[src/rtl/bp_pkg.sv]
// Shared definitions for the branch resolve unit.
//   - PC_WIDTH_DEF : default PC / target width
//   - bp_state_e   : resolve FSM state encoding (RUN / FLUSH)
//   - queue entry layout helpers. An entry is packed as {pc, taken, target}:
//       target in [pw-1:0], taken at bit pw, pc in [2*pw:pw+1].
package bp_pkg;

  localparam int PC_WIDTH_DEF = 32;

  typedef enum logic {
    ST_RUN   = 1'b0,
    ST_FLUSH = 1'b1
  } bp_state_e;

  function automatic int ent_width(input int pw);
    return 2 * pw + 1;
  endfunction

  function automatic int ent_taken_bit(input int pw);
    return pw;
  endfunction

  function automatic int ent_pc_lsb(input int pw);
    return pw + 1;
  endfunction

endpackage

[src/rtl/pred_fifo.sv]
// In-flight prediction queue.
// Ports:
//   clk, reset      : clock, async active-high reset
//   push, din       : write din at the tail (dropped when full unless popping)
//   pop             : drop the head entry (ignored when empty)
//   flush           : empty the queue at the next edge; overrides push/pop
//   full, empty     : occupancy status
//   head            : oldest entry (undefined when empty)
module pred_fifo #(
  parameter int W         = 65,
  parameter int DEPTH     = 4,
  parameter int PTR_WIDTH = 2
) (
  input  logic         clk,
  input  logic         reset,
  input  logic         push,
  input  logic         pop,
  input  logic         flush,
  input  logic [W-1:0] din,
  output logic         full,
  output logic         empty,
  output logic [W-1:0] head
);

  logic [W-1:0]         mem [DEPTH];
  logic [PTR_WIDTH-1:0] wr_ptr, rd_ptr;
  logic [PTR_WIDTH:0]   count;
  logic                 wr, rd;

  assign full  = (count == (PTR_WIDTH+1)'(DEPTH));
  assign empty = (count == '0);
  assign rd    = pop && !empty;
  // A pop in the same cycle frees a slot, so push at full is legal then.
  assign wr    = push && (!full || rd);
  assign head  = mem[rd_ptr];

  always_ff @(posedge clk or posedge reset) begin
    if (reset) begin
      wr_ptr <= '0;
      rd_ptr <= '0;
      count  <= '0;
    end else if (flush) begin
      wr_ptr <= '0;
      rd_ptr <= '0;
      count  <= '0;
    end else begin
      if (wr) wr_ptr <= wr_ptr + PTR_WIDTH'(1);
      if (rd) rd_ptr <= rd_ptr + PTR_WIDTH'(1);
      case ({wr, rd})
        2'b10:   count <= count + (PTR_WIDTH+1)'(1);
        2'b01:   count <= count - (PTR_WIDTH+1)'(1);
        default: count <= count;
      endcase
    end
  end

  // Storage carries no reset; occupancy is tracked by the pointers/count.
  always_ff @(posedge clk) begin
    if (wr && !flush) mem[wr_ptr] <= din;
  end

endmodule

[src/rtl/branch_resolve_unit.sv]
// Branch resolve unit: queues fetch-time predictions, compares them with
// execute-stage outcomes, raises a one-cycle mispredict/redirect and keeps
// resolve statistics.
// Ports:
//   clk, reset                         : clock, async active-high reset
//   pred_push/pc/taken/target          : prediction from fetch
//   ex_valid/pc/taken/target           : resolution of the oldest branch
//   stall_fetch                        : queue full or flushing
//   actual_valid/taken/pc/target       : registered predictor/BTB update
//   mispredict, recover_pc             : one-cycle redirect pulse
//   order_err                          : sticky head-PC mismatch flag
//   branch_count, mispredict_count     : saturating statistics
module branch_resolve_unit
  import bp_pkg::*;
#(
  parameter int PC_WIDTH  = PC_WIDTH_DEF,
  parameter int DEPTH     = 4,
  parameter int PTR_WIDTH = 2,
  parameter int CNT_WIDTH = 16
) (
  input  logic                 clk,
  input  logic                 reset,
  input  logic                 pred_push,
  input  logic [PC_WIDTH-1:0]  pred_pc,
  input  logic                 pred_taken,
  input  logic [PC_WIDTH-1:0]  pred_target,
  input  logic                 ex_valid,
  input  logic [PC_WIDTH-1:0]  ex_pc,
  input  logic                 ex_taken,
  input  logic [PC_WIDTH-1:0]  ex_target,
  output logic                 stall_fetch,
  output logic                 actual_valid,
  output logic                 actual_taken,
  output logic [PC_WIDTH-1:0]  actual_pc,
  output logic [PC_WIDTH-1:0]  actual_target,
  output logic                 mispredict,
  output logic [PC_WIDTH-1:0]  recover_pc,
  output logic                 order_err,
  output logic [CNT_WIDTH-1:0] branch_count,
  output logic [CNT_WIDTH-1:0] mispredict_count
);

  localparam int EW  = ent_width(PC_WIDTH);
  localparam int TKN = ent_taken_bit(PC_WIDTH);
  localparam int PCL = ent_pc_lsb(PC_WIDTH);

  bp_state_e           state, state_nxt;
  logic                q_full, q_empty, q_push;
  logic [EW-1:0]       q_din, q_head;
  logic [PC_WIDTH-1:0] h_pc, h_target, redirect;
  logic                h_taken;
  logic                mis_det, pc_err;

  assign q_din    = {pred_pc, pred_taken, pred_target};
  assign h_pc     = q_head[PCL +: PC_WIDTH];
  assign h_taken  = q_head[TKN];
  assign h_target = q_head[PC_WIDTH-1:0];

  // Fetch pushes are wrong-path while flushing; a same-cycle mispredict
  // also discards the push through the queue's flush input.
  assign q_push = pred_push && (state == ST_RUN);

  pred_fifo #(
    .W         (EW),
    .DEPTH     (DEPTH),
    .PTR_WIDTH (PTR_WIDTH)
  ) u_fifo (
    .clk   (clk),
    .reset (reset),
    .push  (q_push),
    .pop   (ex_valid),
    .flush (mis_det),
    .din   (q_din),
    .full  (q_full),
    .empty (q_empty),
    .head  (q_head)
  );

  // Compare the outcome with the head prediction; an empty queue behaves
  // as an implicit not-taken prediction.
  always_comb begin
    mis_det = 1'b0;
    pc_err  = 1'b0;
    if (ex_valid) begin
      if (q_empty) begin
        mis_det = ex_taken;
      end else begin
        mis_det = (ex_taken != h_taken) || (ex_taken && (ex_target != h_target));
        pc_err  = (ex_pc != h_pc);
      end
    end
  end

  assign redirect = ex_taken ? ex_target : (ex_pc + PC_WIDTH'(4));

  // FSM: state register
  always_ff @(posedge clk or posedge reset) begin
    if (reset) state <= ST_RUN;
    else       state <= state_nxt;
  end

  // FSM: next state; FLUSH always lasts exactly one cycle
  always_comb begin
    state_nxt = state;
    case (state)
      ST_RUN:   if (mis_det) state_nxt = ST_FLUSH;
      ST_FLUSH: state_nxt = ST_RUN;
      default:  state_nxt = ST_RUN;
    endcase
  end

  // FSM: outputs
  always_comb begin
    stall_fetch = q_full || (state == ST_FLUSH);
  end

  // Registered update / redirect, zero whenever nothing resolved.
  always_ff @(posedge clk or posedge reset) begin
    if (reset) begin
      actual_valid  <= 1'b0;
      actual_taken  <= 1'b0;
      actual_pc     <= '0;
      actual_target <= '0;
      mispredict    <= 1'b0;
      recover_pc    <= '0;
    end else begin
      actual_valid  <= ex_valid;
      actual_taken  <= ex_valid && ex_taken;
      actual_pc     <= ex_valid ? ex_pc : '0;
      actual_target <= ex_valid ? ex_target : '0;
      mispredict    <= mis_det;
      recover_pc    <= mis_det ? redirect : '0;
    end
  end

  always_ff @(posedge clk or posedge reset) begin
    if (reset) begin
      order_err        <= 1'b0;
      branch_count     <= '0;
      mispredict_count <= '0;
    end else begin
      if (pc_err) order_err <= 1'b1;
      if (ex_valid && (branch_count != '1))
        branch_count <= branch_count + CNT_WIDTH'(1);
      if (mis_det && (mispredict_count != '1))
        mispredict_count <= mispredict_count + CNT_WIDTH'(1);
    end
  end

endmodule

[config.mk]
export PLATFORM = sky130hd
export DESIGN_NAME = branch_resolve_unit
export DESIGN_NICKNAME = d
export VERILOG_FILES = /design/src/rtl/bp_pkg.sv /design/src/rtl/pred_fifo.sv /design/src/rtl/branch_resolve_unit.sv
export SDC_FILE = /design/constraint.sdc
export NUM_CORES = 1
export LEC_CHECK = 0
export CORE_UTILIZATION = 58
export CTS_CLUSTER_SIZE = 40
export DETAILED_ROUTE_END_ITERATION = 12
export PLACE_DENSITY = 0.86
export SLEW_MARGIN = 20
export SYNTH_ARGS = -nofsm -noshare
export SYNTH_HDL_FRONTEND = slang
export SYNTH_SLANG_ARGS = --single-unit
export TNS_END_PERCENT = 30
[constraint.sdc]
create_clock -name clk -period 7.2 [get_ports clk]
set_input_delay 1.44 -clock clk [delete_from_list [all_inputs] [get_ports clk]]
set_output_delay 1.44 -clock clk [all_outputs]
set_load 0.01 [all_outputs]
==> results of run 1 <==
==> worst max path at each step <==
stage                                       end
detailed placement  u_fifo.mem[1][27]$_DFFE_PP_
floorplan                actual_pc[0]$_DFF_PP0_
global placement    u_fifo.mem[1][17]$_DFFE_PP_
CTS                 u_fifo.mem[0][30]$_DFFE_PP_
global route        u_fifo.mem[1][33]$_DFFE_PP_
finish              u_fifo.mem[1][33]$_DFFE_PP_
==> layout make-up <==
cell class | instances | area [µm²] | share of cell area
flip-flops and latches | 400 | 11320 | 0.5503
multi-input cells | 534 | 4591 | 0.2232
repair buffers | 278 | 2798 | 0.1360
clock buffers | 53 | 1121 | 0.05451
well taps | 372 | 465.4 | 0.02263
clock inverters | 21 | 217.7 | 0.01059
inverters | 13 | 53.80 | 0.002616
diodes | 1 | 2.502 | 0.0001217
==> per-stage QoR <==
stage | util | cells | hold slack [ns]
global route | 0.7568 | 1672 | 0.5029
finish | 0.7568 | 1672 | 0.4811
CTS | 0.7567 | 1671 | 0.4828
global placement | 0.7075 | 1597 | 0.4485
detailed placement | 0.7075 | 1597 | 0.4669
floorplan | - | 985 | 0.4473
==> worst reg2reg max path, stage by stage, from the launching register on <==
cell	delay, ns
dfrtp_4	0.87
mux4_1	0.72
xnor2_1	0.28
o2111ai_1	0.18
a2111oi_2	0.33
nand4_2	0.44
nand2b_2	0.72
and3_2	0.89
buf_12	0.32
==> where the power goes <==
group          switching, mW  internal, mW  total, mW
clock network          0.874          1.22       2.09
registers              0.229          2.74       2.97
logic                  0.746         0.780       1.53
==> cell families after synthesis <==
logic type,count (synthesis),share of synthesized area
AO/OA/AOI/OAI,62,0.02773
flip-flops,400,0.6964
AND/OR/NAND/NOR,257,0.08281
buffers and inverters,51,0.02126
adder cells (fa/ha/maj),8,0.006625
multiplexers,84,0.09884
XOR/XNOR,123,0.06633
==> metal layers <==
layer	part of all wire	track usage	up-vias
li1	-	-	4249
met1	0.38	0.3773	4983
met2	0.49	0.4963	590
met3	0.087	0.06483	100
met4	0.039	0.1171	0
met5	0	0	-
==> sequential cells by signal, indices dropped and copies added (netlist names), 2 cells and up <==
signal	count
branch_count	16
mispredict_count	16
u_fifo.rd_ptr	2
u_fifo.wr_ptr	2
u_fifo.mem	260
recover_pc	32
actual_pc	32
u_fifo.count	3
actual_target	32
==> Yosys cell counts (22+ instances only) <==
master,count
nand4_1,24
and2_1,63
xnor2_1,92
a21oi_1,22
nand2_1,36
dfrtp_1,140
xor2_1,31
edfxtp_1,260
mux2i_1,25
nor2_1,70
nand3_1,22
mux4_2,44
==> out/metrics.yaml, run 1 <==
critical_path:
  reg2reg_from: "u_fifo.rd_ptr[0]$_DFFE_PP0P_"
  max_stage_delay_ns: 0.88
  critical_path.top_delay_family: "simple AND/OR/NAND/NOR gates"
  crit_chain: "clkdlybuf4s50_1 -> buf_4 -> inv_1 -> a311oi_1 -> o2111ai_1 -> a2111oi_4 -> nand4_2 -> nand2b_2 -> and3_2 -> buf_12"
  path_depth: 10
  r2r-end: "u_fifo.mem[1][33]$_DFFE_PP_"
  critPathKind: "input port to flip-flop"
  startpoint: "ex_taken"
  cp.required_ns: 7.42
  r2r_cells: 8
  cp.arrival_ns: 5.60
  endpoint_kind: "flip-flop"
  path_max_fanout: 38
  ff2ff_setup_slack_ns: 2.10
  cpMaxStageDelayCell: "and3_2"
  path_buf_inv: 4
  cp-start-kind: "input port"
cells_and_area:
  layout-drive-gt1-share: 0.1085
  nNetsFinal: 1409
  fillers: 1523
  layout_commonest_cell: "clkdlybuf4s50_1"
  design_area_um2: 20570
  final_cell_mix: "265 x clkdlybuf4s50_1, 260 x edfxtp_1, 138 x dfrtp_1"
  syn_to_final_growth_pct: 26.63
cts:
  cts_hold_buf: 0
  cts_sinks: 400
  postCtsSetupRepairBufs: 0
  cts_tree: "built"
  ctsHtreeMaxLevel: 2
  clockBufferDepth: 3
  post_cts_resized: 0
  root_buffer: "clkbuf_16"
  worstSkewPairLatency_ns: 0.54
  cts_buffers: 40
  path_clk_slew_ns: 0.06
placement:
  post-place-ws_ns: 1.299
  io_buffers: 266
  gp_congestion: 0.9073
  hpwl_um: 28080
  dpl-instance-area_um2: 19230
timing:
  skew_ns: 0.01984
  max_slew_margin: 0.4248
  setup-tns-final_ns: 0
  max_freq_mhz: 186.0
  final-hold-violation-count: 0
  setup_violations: 0
  maxSlewViolCount: 0
  worst_slack_ns: 1.824
  period_minus_slack_ns: 5.376
  rsz0062_at_grt: "false"
  finalCritPeriodShare: 0.7467
  tightest_slew_ns: 0.8561
detailed_routing:
  antenna_left: 0
  detail_route.wl_per_cell_um: 24.53
  dr.pass1.iters: 5
  drt_iter0_markers: 967
  viasPerCell: 5.934
  drc_errors: 0
  vias: 9922
  postRouteWirelength_um: 41010
power:
  finalPower_mw: 6.590
  p_leak_nw: 7.368
  power.density_nw_per_um2: 320.4
  ir_drop_mv: 0.2407
worst_hold_path:
  hold_depth: 1
  min-delay-start: "order_err$_DFFE_PP0P_"
  hp-class: "flip-flop to flip-flop"
  hold_end: "order_err$_DFFE_PP0P_"
floorplan:
  start_util: 0.5977
  die_h_um: 169.3
  rows: 60
  core-area_um2: 27180
  die_x_um: 169.3
  pin_count: 267
  die-area_um2: 28680
synth:
  ys_warn_count: 0
  ys_seq_area_frac: 0.6964
  synthTopCellsByArea: "edfxtp_1 48%, dfrtp_1 22%, mux4_2 6.1%, xnor2_1 5.0%, and2_1 2.4%"
  synth_area_um2: 16240
  synthCells: 985
  avgSynthCellArea_um2: 16.49
  synth_top_area_share: 0.4807
  synth.largest_area_cell: "edfxtp_1"
  synth_edf_count: 260
  synthFlopType: "edfxtp_1"
  ys_ff_latch: 400
  syn_nets: 1127
  ys_async_sr_fraction: 0.3500
  synth_cell_type_count: 57
global_route:
  antenna_found_initial: 4
  grt_usage: 0.2954
  overflow: 0
  grt_pass1_vias: 10335
  grt_max_degree: 94
  grt_pass1_wl_um: 61420
status:
  status: "finished clean"
job:
  maxCapViolations: 0
Note: power is estimated with default switching activity, not from simulation.
==> inputs of run 2 (changes only) <==
--- a/config.mk
+++ b/config.mk
@@ -5,10 +5,10 @@
 export SDC_FILE = /design/constraint.sdc
 export NUM_CORES = 1
 export LEC_CHECK = 0
-export CORE_UTILIZATION = 58
+export CORE_UTILIZATION = 53
 export CTS_CLUSTER_SIZE = 40
 export DETAILED_ROUTE_END_ITERATION = 12
-export PLACE_DENSITY = 0.86
+export PLACE_DENSITY = 0.79
 export SLEW_MARGIN = 20
 export SYNTH_ARGS = -nofsm -noshare
 export SYNTH_HDL_FRONTEND = slang
==> constraint.sdc (replaced) <==
create_clock -name clk -period 5.2 [get_ports clk]
set_input_delay 1.04 -clock clk [delete_from_list [all_inputs] [get_ports clk]]
set_output_delay 1.04 -clock clk [all_outputs]
set_load 0.01 [all_outputs]
==> out/metrics.yaml, run 2 (same netlist as run 1, synthesis figures left out) <==
status:
  status: "finished clean"
cells_and_area:
  largest_reg_flops: 260
  layout-drive-gt1-share: 0.1052
  layout_commonest_cell: "clkdlybuf4s50_1"
  fin_cells: 1692
  regArea_um2: 11320
  design_area_um2: 20540
  fillers: 1955
  diodes: 0
  regMostFlops: "u_fifo.mem"
  nNetsFinal: 1414
  multiInputGateArea_um2: 4597
  syn_to_final_growth_pct: 26.49
  final_cell_mix: "265 x clkdlybuf4s50_1, 260 x edfxtp_1, 138 x dfrtp_1"
power:
  seq_power_share: 0.456
  ir_drop_mv: 0.3041
  swShare: 0.2722
  combinationalPowerShare: 0.230
  p_sw_mw: 2.452
  pwr-share-clk: 0.314
  power.density_nw_per_um2: 438.4
  p_leak_nw: 7.355
  internal_power_mw: 6.555
worst_hold_path:
  min-delay-start: "order_err$_DFFE_PP0P_"
  hp-class: "flip-flop to flip-flop"
cts:
  cts_tree: "built"
  post_cts_resized: 0
  path_clk_slew_ns: 0.06
  root_buffer: "clkbuf_16"
  postCtsSetupRepairBufs: 0
  cts_hold_buf: 0
  worstSkewPairLatency_ns: 0.52
  cts_buffers: 40
  ctsHtreeMaxLevel: 2
  cts_sinks: 400
  clockBufferDepth: 3
detailed_routing:
  postRouteWirelength_um: 39930
  antenna_left: 0
  dr.pass1.iters: 5
  viasPerCell: 5.710
  detail_route.wl_per_cell_um: 23.60
  drc_errors: 0
  drt_iter0_markers: 809
  vias: 9661
critical_path:
  endpoint_kind: "flip-flop"
  startpoint: "u_fifo.rd_ptr[0]$_DFFE_PP0P_"
  cp-start-kind: "flip-flop"
  critPathKind: "flip-flop to flip-flop"
  reg2reg_from: "u_fifo.rd_ptr[0]$_DFFE_PP0P_"
  path_max_fanout: 39
  cp.arrival_ns: 4.06
  cp.required_ns: 5.35
timing:
  max_freq_mhz: 256.0
  setup-tns-final_ns: 0
  max_slew_margin: 0.2946
  tightest_slew_ns: 1.045
  final-hold-violation-count: 0
  rsz0062_at_grt: "false"
  finalCritPeriodShare: 0.7513
  skew_ns: 0.01868
  period_minus_slack_ns: 3.907
  setup_violations: 0
  maxSlewViolCount: 0
global_route:
  grt_usage: 0.2611
  grt_pass1_wl_um: 59680
  overflow: 0
  antenna_found_initial: 1
  grt_max_degree: 88
  grt_pass1_vias: 9942
floorplan:
  start_util: 0.5437
  core-area_um2: 29870
  rows: 63
  die_x_um: 177.1
  die_h_um: 177.1
  die-area_um2: 31350
  pin_count: 267
placement:
  dpl-instance-area_um2: 19240
  hpwl_um: 27680
  io_buffers: 266
  dpl.cell_count: 1620
  gp_congestion: 0.8388
job:
  maxCapViolations: 0
-- run 2: per-stage QoR --
stage               setup WS, ns  power [mW]  hold WS [ns]  utilization
floorplan                 0.4071       5.513        0.4473            -
global placement           1.205       6.183        0.4503       0.6439
detailed placement         1.129       6.246        0.4525       0.6439
CTS                        1.249       9.068        0.4664       0.6874
global route              0.9474       9.369        0.4939       0.6876
finish                     1.293       9.006        0.4685       0.6876
-- run 2: worst paths after layout --
check / end / slack [ns] / cells past startpoint
setup / recovery: u_fifo.mem[3][33]$_DFFE_PP_ / 1.29 / 9
hold / removal: order_err$_DFFE_PP0P_ / 0.47 / 1
setup reg to reg: u_fifo.mem[3][33]$_DFFE_PP_ / 1.29 / 9
hold reg to reg: order_err$_DFFE_PP0P_ / 0.47 / 1
max in group asynchronous: branch_count[4]$_DFFE_PP0P_ / 3.21 / 3
min in group asynchronous: mispredict_count[10]$_DFFE_PP0P_ / 1.07 / 2
-- run 2: final cells by class --
| class | count | share of cell area |
|---|---|---|
| inverter | 13 | 0.002619 |
| sequential | 400 | 0.5509 |
| timing repair buffer | 283 | 0.1356 |
| clock buffer | 60 | 0.05798 |
| multi-input combinational | 534 | 0.2238 |
| tap | 390 | 0.02375 |
| clock inverter | 12 | 0.005360 |
-- run 2: worst max-delay path: stages, from the launching register on --
cell	delay, ns
dfrtp_4	0.86
buf_4	0.59
inv_1	0.30
a221oi_1	0.28
a31oi_1	0.11
a2111oi_4	0.22
nand4_2	0.18
nand2b_2	0.16
and3_2	0.21
buf_4	0.49
-- run 2: routing by layer --
| layer | part of all wire | track usage | vias to the layer above |
|---|---|---|---|
| met4 | 0.033 | 0.09052 | 0 |
| li1 | - | - | 4249 |
| met1 | 0.39 | 0.3419 | 4844 |
| met2 | 0.50 | 0.4380 | 478 |
| met5 | 0 | 0 | - |
| met3 | 0.080 | 0.04961 | 90 |
-- run 2: power groups by stage --
stage          Clock [mW]  Combinational, mW  Sequential [mW]
5_1_grt              2.99               2.23             4.15
6_report             2.83               2.07             4.11
2_1_floorplan           0               1.46             4.05
4_1_cts              2.87               2.09             4.11
3_3_place_gp            0               2.03             4.15
3_5_place_dp            0               2.07             4.17
==> inputs of run 3 (changes only) <==
--- a/config.mk
+++ b/config.mk
@@ -5,10 +5,10 @@
 export SDC_FILE = /design/constraint.sdc
 export NUM_CORES = 1
 export LEC_CHECK = 0
-export CORE_UTILIZATION = 53
+export CORE_UTILIZATION = 48
 export CTS_CLUSTER_SIZE = 40
 export DETAILED_ROUTE_END_ITERATION = 12
-export PLACE_DENSITY = 0.79
+export PLACE_DENSITY = 0.76
 export SLEW_MARGIN = 20
 export SYNTH_ARGS = -nofsm -noshare
 export SYNTH_HDL_FRONTEND = slang
==> constraint.sdc (replaced) <==
create_clock -name clk -period 3.5 [get_ports clk]
set_input_delay 0.7 -clock clk [delete_from_list [all_inputs] [get_ports clk]]
set_output_delay 0.7 -clock clk [all_outputs]
set_load 0.01 [all_outputs]
==> out/metrics.yaml, run 3 (same netlist as run 1, synthesis figures left out) <==
status:
  status: "finished clean"
placement:
  io_buffers: 266
  gp_congestion: 0.8510
  dpl-instance-area_um2: 19900
  hpwl_um: 30110
  dpl.cell_count: 1730
floorplan:
  die_x_um: 186.0
  die-area_um2: 34580
  core-area_um2: 32950
  rows: 66
  start_util: 0.4929
  pin_count: 267
  die_h_um: 186.0
critical_path:
  r2r-end: "u_fifo.mem[3][59]$_DFFE_PP_"
  startpoint: "u_fifo.rd_ptr[1]$_DFFE_PP0P_"
  r2r_cells: 8
  cp.required_ns: 3.71
  crit_end: "u_fifo.mem[3][59]$_DFFE_PP_"
  cp-start-kind: "flip-flop"
  critPathKind: "flip-flop to flip-flop"
  reg2reg_from: "u_fifo.rd_ptr[1]$_DFFE_PP0P_"
  path_max_fanout: 30
  endpoint_kind: "flip-flop"
  cp.arrival_ns: 3.55
  ff2ff_setup_slack_ns: 0.17
power:
  swShare: 0.2737
  p_leak_nw: 7.706
  seq_power_share: 0.440
  pwr-share-clk: 0.307
  internal_power_mw: 9.899
  combinationalPowerShare: 0.252
  ir_drop_mv: 0.4336
  p_sw_mw: 3.730
  finalPower_mw: 13.63
  power.density_nw_per_um2: 641.0
cells_and_area:
  largest_reg_flops: 260
  layout_commonest_cell: "clkdlybuf4s50_1"
  layout-drive-gt1-share: 0.1483
  diodes: 0
  syn_to_final_growth_pct: 30.91
  design_area_um2: 21260
  fin_cells: 1811
  final_cell_mix: "265 x clkdlybuf4s50_1, 260 x edfxtp_1, 138 x dfrtp_1"
  regMostFlops: "u_fifo.mem"
  nNetsFinal: 1478
  fillers: 2249
cts:
  ctsHtreeMaxLevel: 2
  cts_tree: "built"
  path_clk_slew_ns: 0.06
  worstSkewPairLatency_ns: 0.53
  cts_buffers: 41
  root_buffer: "clkbuf_16"
  cts_sinks: 400
  clockBufferDepth: 3
global_route:
  grt_pass1_vias: 10170
  grt_usage: 0.2469
  grt_max_degree: 66
  overflow: 0
  grt_pass1_wl_um: 61670
  antenna_found_initial: 0
timing:
  setup-tns-final_ns: 0
  max_freq_mhz: 299.9
  rsz0062_at_grt: "false"
  period_minus_slack_ns: 3.334
  max_slew_margin: 0.5413
  maxSlewViolCount: 0
  finalCritPeriodShare: 0.9526
  tightest_slew_ns: 0.6866
  skew_ns: 0.01414
  setup_violations: 0
  final-hold-violation-count: 0
detailed_routing:
  detail_route.wl_per_cell_um: 23.07
  viasPerCell: 5.478
  dr.pass1.iters: 5
  postRouteWirelength_um: 41770
  wl_met1_um: 17000
  antenna_left: 0
  met2WireLength_um: 20070
  drc_errors: 0
  vias: 9921
  wl_met3_um: 3586
  top_layer: "met4"
  drt_iter0_markers: 759
worst_hold_path:
  min-delay-start: "ex_valid"
  hp-class: "input port to flip-flop"
job:
  maxCapViolations: 0
-- run 3: changes by cell type in the layout (fill, tap and decap cells not counted), sizes merged --
cell	delta
buf	+63
clkbuf	+2
bufinv	-1
clkinv	+1
inv	-1
clkinvlp	+3
-- run 3: stage by stage --
stage	utilization	hold slack, ns	setup slack (ns)
2_1_floorplan	-	0.4473	-0.6851
3_3_place_gp	0.6039	0.4514	0.06363
3_5_place_dp	0.6039	0.4661	-0.02186
4_1_cts	0.6435	0.4136	0.1581
5_1_grt	0.6453	0.4228	0.003890
6_report	0.6453	0.4377	0.1659
-- run 3: how the worst min path moves through the flow --
stage               slack (ns)  cells after the start                      to
floorplan                 0.45                      1         state$_DFF_PP0_
CTS                       0.41                      1  actual_valid$_DFF_PP0_
detailed placement        0.47                      1   order_err$_DFFE_PP0P_
finish                    0.44                      1  actual_valid$_DFF_PP0_
global route              0.42                      1  actual_valid$_DFF_PP0_
global placement          0.45                      1   order_err$_DFFE_PP0P_
-- run 3: cell type report --
class	instances	area, µm²	area share
sequential	400	11320	0.5323
clock inverter	14	98.84	0.004649
timing repair buffer	346	3433	0.1615
tap	442	553.0	0.02601
clock buffer	62	1207	0.05679
multi-input combinational	534	4598	0.2163
inverter	13	52.55	0.002472
-- run 3: timing repair --
item,in CTS,in global routing
hold buffers,0,0
resized for setup,0,0
endpoints found under the hold margin,0,0
setup buffers,0,5
endpoints found under the setup margin,0,55
-- run 3: worst max-delay path, stage by stage (launching register included) --
cell	delay, ns
dfrtp_4	0.75
mux2i_1	0.37
o21ai_0	0.15
or4_4	0.46
a2111oi_4	0.32
nand4_2	0.17
nand2b_2	0.19
and3_2	0.32
buf_12	0.24
-- run 3: metal layers --
metal  vias up  track usage
li1       4387            -
met3        70      0.05733
met5         -            0
met1      4971       0.3285
met4         0      0.08066
met2       493       0.4018
-- run 3: power groups by stage --
stage / combinational, mW / sequential (mW) / clock (mW)
3_3_place_gp: 3.34 / 6.08 / 0
4_1_cts: 3.41 / 6.01 / 4.25
3_5_place_dp: 3.39 / 6.10 / 0
2_1_floorplan: 2.17 / 6.02 / 0
6_report: 3.44 / 6.00 / 4.19
5_1_grt: 3.70 / 6.05 / 4.44
